`src/rtl/chacha_block_finalize.sv`:
```
`default_nettype none
// ============================================================================
//  Module   : chacha_block_finalize
//  Purpose  : Adds the original ChaCha input state to the 20-round state,
//             buffers the 512-bit keystream block, and streams it out as
//             sixteen 32-bit words over a valid/ready interface.
//  Options  : PIPELINE=0 adds at accept time. PIPELINE=1 stores the raw
//             states and adds them one cycle later, in the ADD state.
//             Defining CHACHA_FINALIZE_XOR_EN adds a text input stream.
//             Each output word is then the keystream word XOR the text word.
//  Revision : 1.0 - initial release
// ============================================================================
module chacha_block_finalize #(
  parameter int PIPELINE = 0
) (
  input  logic         aclk,
  input  logic         areset,
  input  logic         i_valid,
  output logic         i_ready,
  input  logic [511:0] i_init,
  input  logic [511:0] i_state,
`ifdef CHACHA_FINALIZE_XOR_EN
  input  logic         i_text_valid,
  output logic         i_text_ready,
  input  logic [31:0]  i_text,
`endif
  output logic         o_valid,
  input  logic         o_ready,
  output logic [31:0]  o_data,
  output logic [3:0]   o_idx,
  output logic         o_last
);

  typedef enum logic [1:0] {
    S_IDLE   = 2'd0,
    S_ADD    = 2'd1,
    S_STREAM = 2'd2
  } state_t;

  // State entered after a block has been captured.
  localparam state_t c_fill_state = (PIPELINE != 0) ? S_ADD : S_STREAM;

  state_t      fsm_q, fsm_d;
  logic [3:0]  idx_q, idx_d;
  logic [31:0] buf_q [16];

  logic        w_stream;
  logic        w_xfer;
  logic        w_blk_end;
  logic        w_accept;
  logic [31:0] w_word;

  assign w_stream = (fsm_q == S_STREAM);
  assign w_word   = buf_q[idx_q];

`ifdef CHACHA_FINALIZE_XOR_EN
  // A word moves only when the keystream, the text and the sink all line up.
  assign w_xfer       = w_stream & o_ready & i_text_valid;
  assign i_text_ready = w_stream & o_ready;
  assign o_valid      = w_stream & i_text_valid;
  assign o_data       = w_word ^ (w_stream ? i_text : 32'd0);
`else
  assign w_xfer  = w_stream & o_ready;
  assign o_valid = w_stream;
  assign o_data  = w_word;
`endif

  assign o_idx  = idx_q;
  assign o_last = w_stream & (idx_q == 4'd15);

  // Input handshake: free in IDLE, or on the last word of the current block
  // so a following block can be taken with no bubble.
  always_comb begin
    w_blk_end = w_xfer & (idx_q == 4'd15);
    i_ready   = ~areset & ((fsm_q == S_IDLE) | w_blk_end);
    w_accept  = i_valid & i_ready;
  end

  // Next-state and word-index logic.
  always_comb begin
    fsm_d = fsm_q;
    idx_d = idx_q;
    if (w_xfer) begin
      idx_d = idx_q + 4'd1;
    end
    case (fsm_q)
      S_IDLE: begin
        if (w_accept) begin
          fsm_d = c_fill_state;
        end
      end
      S_ADD: begin
        fsm_d = S_STREAM;
      end
      S_STREAM: begin
        if (w_blk_end) begin
          fsm_d = w_accept ? c_fill_state : S_IDLE;
        end
      end
      default: begin
        fsm_d = S_IDLE;
      end
    endcase
  end

  // FSM and index registers; a reset drops any partially streamed block.
  always_ff @(posedge aclk or posedge areset) begin
    if (areset) begin
      fsm_q <= S_IDLE;
      idx_q <= 4'd0;
    end else begin
      fsm_q <= fsm_d;
      idx_q <= idx_d;
    end
  end

  generate
    if (PIPELINE != 0) begin : g_pipe
      logic [31:0] init_q [16];

      // Capture raw states at accept, then fold in the init words during ADD.
      always_ff @(posedge aclk or posedge areset) begin
        if (areset) begin
          for (int k = 0; k < 16; k++) begin
            buf_q[k]  <= 32'd0;
            init_q[k] <= 32'd0;
          end
        end else if (w_accept) begin
          for (int k = 0; k < 16; k++) begin
            buf_q[k]  <= i_state[32*k +: 32];
            init_q[k] <= i_init[32*k +: 32];
          end
        end else if (fsm_q == S_ADD) begin
          for (int k = 0; k < 16; k++) begin
            buf_q[k] <= buf_q[k] + init_q[k];
          end
        end
      end
    end else begin : g_direct
      // Store the word-wise modular sum directly at accept.
      always_ff @(posedge aclk or posedge areset) begin
        if (areset) begin
          for (int k = 0; k < 16; k++) begin
            buf_q[k] <= 32'd0;
          end
        end else if (w_accept) begin
          for (int k = 0; k < 16; k++) begin
            buf_q[k] <= i_state[32*k +: 32] + i_init[32*k +: 32];
          end
        end
      end
    end
  endgenerate

endmodule
`default_nettype wire
```
`config.mk`:
```
export PLATFORM = sky130hd
export DESIGN_NAME = chacha_block_finalize
export DESIGN_NICKNAME = d
export VERILOG_FILES = /design/src/rtl/chacha_block_finalize.sv
export SDC_FILE = /design/constraint.sdc
export NUM_CORES = 2
export LEC_CHECK = 0
export BUFFER_PORTS_ARGS = -buffer_cell sky130_fd_sc_hd__buf_2
export CAP_MARGIN = 20
export CORE_AREA = 2 2 416 418
export CTS_CLUSTER_DIAMETER = 40
export DETAILED_ROUTE_END_ITERATION = 6
export DIE_AREA = 0 0 418 420
export GPL_TIMING_DRIVEN = 0
export PLACE_DENSITY = 0.55
export SLEW_MARGIN = 20
export SYNTH_ARGS = -nofsm -noshare
export SYNTH_HDL_FRONTEND = slang
export SYNTH_SLANG_ARGS = --single-unit
```
`constraint.sdc`:
```
create_clock -name aclk -period 39.5 [get_ports aclk]
set_clock_uncertainty 0.05 [all_clocks]
set_input_delay 1.975 -clock aclk [delete_from_list [all_inputs] [get_ports aclk]]
set_output_delay 1.975 -clock aclk [all_outputs]
set_load 0.02 [all_outputs]
```
==> results.ini <==
[status]
status = finished, final reports clean

[clock_network]
cts.sinks = 517
htree_levels = 3
post_cts_buffers = 0
cts-root-buf = clkbuf_16
cts_resized = 0
cts_buffers = 95
hold_buffers = 0
clk_latency_ns = 0.65
clk_pin_slew_worst_paths_ns = 0.05
cts_tree = built
clk_path_buf_depth = 3

[synth]
syn-num-nets = 6525
synth_common_cells = 750 x nand2_1, 616 x o21ai_0, 517 x dfrtp_1
yosysMostFrequentCell = nand2_1
async_flop_share = 1.00
synth_top_area_cell = dfrtp_1
yosys.area.top_type_share = 0.289
synth-seq-cells = 517
yosys-top-cells-area = dfrtp_1 29%, ha_1 14%, mux4_2 8.1%
synth_cell_types = 83
syn_area_mm2 = 0.0447
ys.flop_type = dfrtp_1
synth_edf_count = 0
yosysWarnings = 0
postSynthAreaPerCell_um2 = 8.97
ys_seq_area_frac = 0.289
syn_inst = 4984

[cells_and_area]
final_util = 0.331
fin_nets = 7702
instances_no_fill = 8517
drive_gt1_frac = 0.240
syn_to_final_growth_pct = 26.6

[global_route]
antenna_found_initial = 101
grt_first_pass_wirelength_um = 330000
grtUsageTotal = 0.266
first_global_vias = 44700
grt_max_degree = 103
overflow = 0

[sta]
slew_violations = 0
worst_slack_ns = 33.04
min_period_ns = 6.46
hold_viol = 0
relSlewSlack = 0.159
max_freq_mhz = 155
period_share = 0.164
worstMarginPinSlew_ns = 1.25
setup_violations = 0
rsz0062_at_grt = false
fin_setup_tns_ns = 0

[power_and_ir_drop]
p_total_w = 0.00364
peakVddDrop_mv = 0.0343
p_leak_nw = 27.2
power_density_mw_per_mm2 = 64.3

[routing]
vias = 44900
remaining_drc_errors = 0
wl_per_cell_um = 28.3
routed_wl_um = 241000
ant_nets = 0
via_per_inst = 5.27
drtIter0Drc = 3175
drt_first_pass_iters = 5

[critical_path]
end_kind = output pin
path_max_fanout = 10
worstSetupPathType = flop to output pin
cp.required_ns = 37.47
worst_ep_arrival_time_ns = 4.43
start_kind = flop
r2r-start = o_idx[1]
worstSetupStartpoint = o_idx[0]

[place]
pre_cts_ws_ns = 33.03
dp_cells = 8296
place_hpwl_um = 209000
portBuffers = 1066
gp_congestion = 0.987

[floorplanning]
num_rows = 152
core_area_mm2 = 0.171
pin_count = 1067
die-area_mm2 = 0.176
initial_utilization = 0.261
die_w_um = 418
die_h_um = 420

[run]
cap_violations = 0

[hold_path]
hp-class = flop to flop
hp-start = buf_q[87]

[path summary, 6_finish.rpt]
path	cells past startpoint	end	slack [ns]
setup / recovery	6	o_data[14]	33.04
hold / removal	2	buf_q[87]	0.41
setup reg to reg	11	buf_q[254]	34.50
hold reg to reg	2	buf_q[87]	0.41
max in group asynchronous	5	buf_q[459]	36.15
min in group asynchronous	2	buf_q[82]	1.42
[stage by stage]
step | hold WS (ns) | area [µm²]
after floorplan | 0.384 | 44700
after global placement | 0.398 | 52800
after detailed placement | 0.402 | 53200
after CTS | 0.413 | 56500
after global routing | 0.446 | 56600
final | 0.412 | 56600
[metal layers]
layer | share of wire | track usage
met5 | 0.00063 | 0
met4 | 0.044 | 0.109
met3 | 0.062 | 0.0512
met2 | 0.48 | 0.450
met1 | 0.41 | 0.330
[cell type report]
type | instances | area (µm²)
antenna | 41 | 103
timing repair buffer | 1080 | 5670
inverter | 128 | 488
buffer | 173 | 674
multi-input combinational | 4166 | 30600
sequential | 517 | 12900
fill | 18100 | 114000
tap | 2233 | 2790
clock buffer | 109 | 2540
clock inverter | 70 | 763
[worst max-delay path, cell delays in order (launching register included)]
cell and delay [ns]:
dfrtp_1 0.49, clkbuf_1 0.38, clkbuf_2 0.69, buf_1 0.74, mux4_2 0.72, mux4_2 0.50
buf_2 0.24
[power breakdown]
part	internal [W]	leakage [nW]	total, W	switching [W]
Combinational	0.000654	19.2	0.00175	0.00110
Sequential	0.000803	6.43	0.00104	0.000235
Clock	0.000530	1.60	0.000846	0.000316
[sequential cells by signal, indices dropped and copies added (netlist names)]
name and cells:
buf_q 512, o_idx 4, fsm_q 1
[kinds of logic (layout without fill, tap and decap cells)]
logic type / count (synthesis) / count (layout) / share of synthesized area
other: 0 / 41 / 0
XOR/XNOR: 464 / 464 / 0.0909
flip-flops: 517 / 517 / 0.289
adder cells (fa/ha/maj): 513 / 513 / 0.146
buffers and inverters: 301 / 1560 / 0.0254
AO/OA/AOI/OAI: 1700 / 1700 / 0.233
multiplexers: 172 / 172 / 0.0835
AND/OR/NAND/NOR: 1317 / 1317 / 0.131
[cells in the final DEF, fill, tap and decap left out, types with 102 or more instances in the layout]
cell type / count
a21o_1: 229
a21oi_1: 398
buf_2: 1073
clkbuf_1: 141
dfrtp_1: 517
ha_1: 497
inv_1: 127
mux4_2: 160
nand2_1: 750
nor2_1: 187
o21ai_0: 616
o21bai_1: 102
xnor2_1: 255
xor2_1: 209
(Power assumes the default switching activity.)
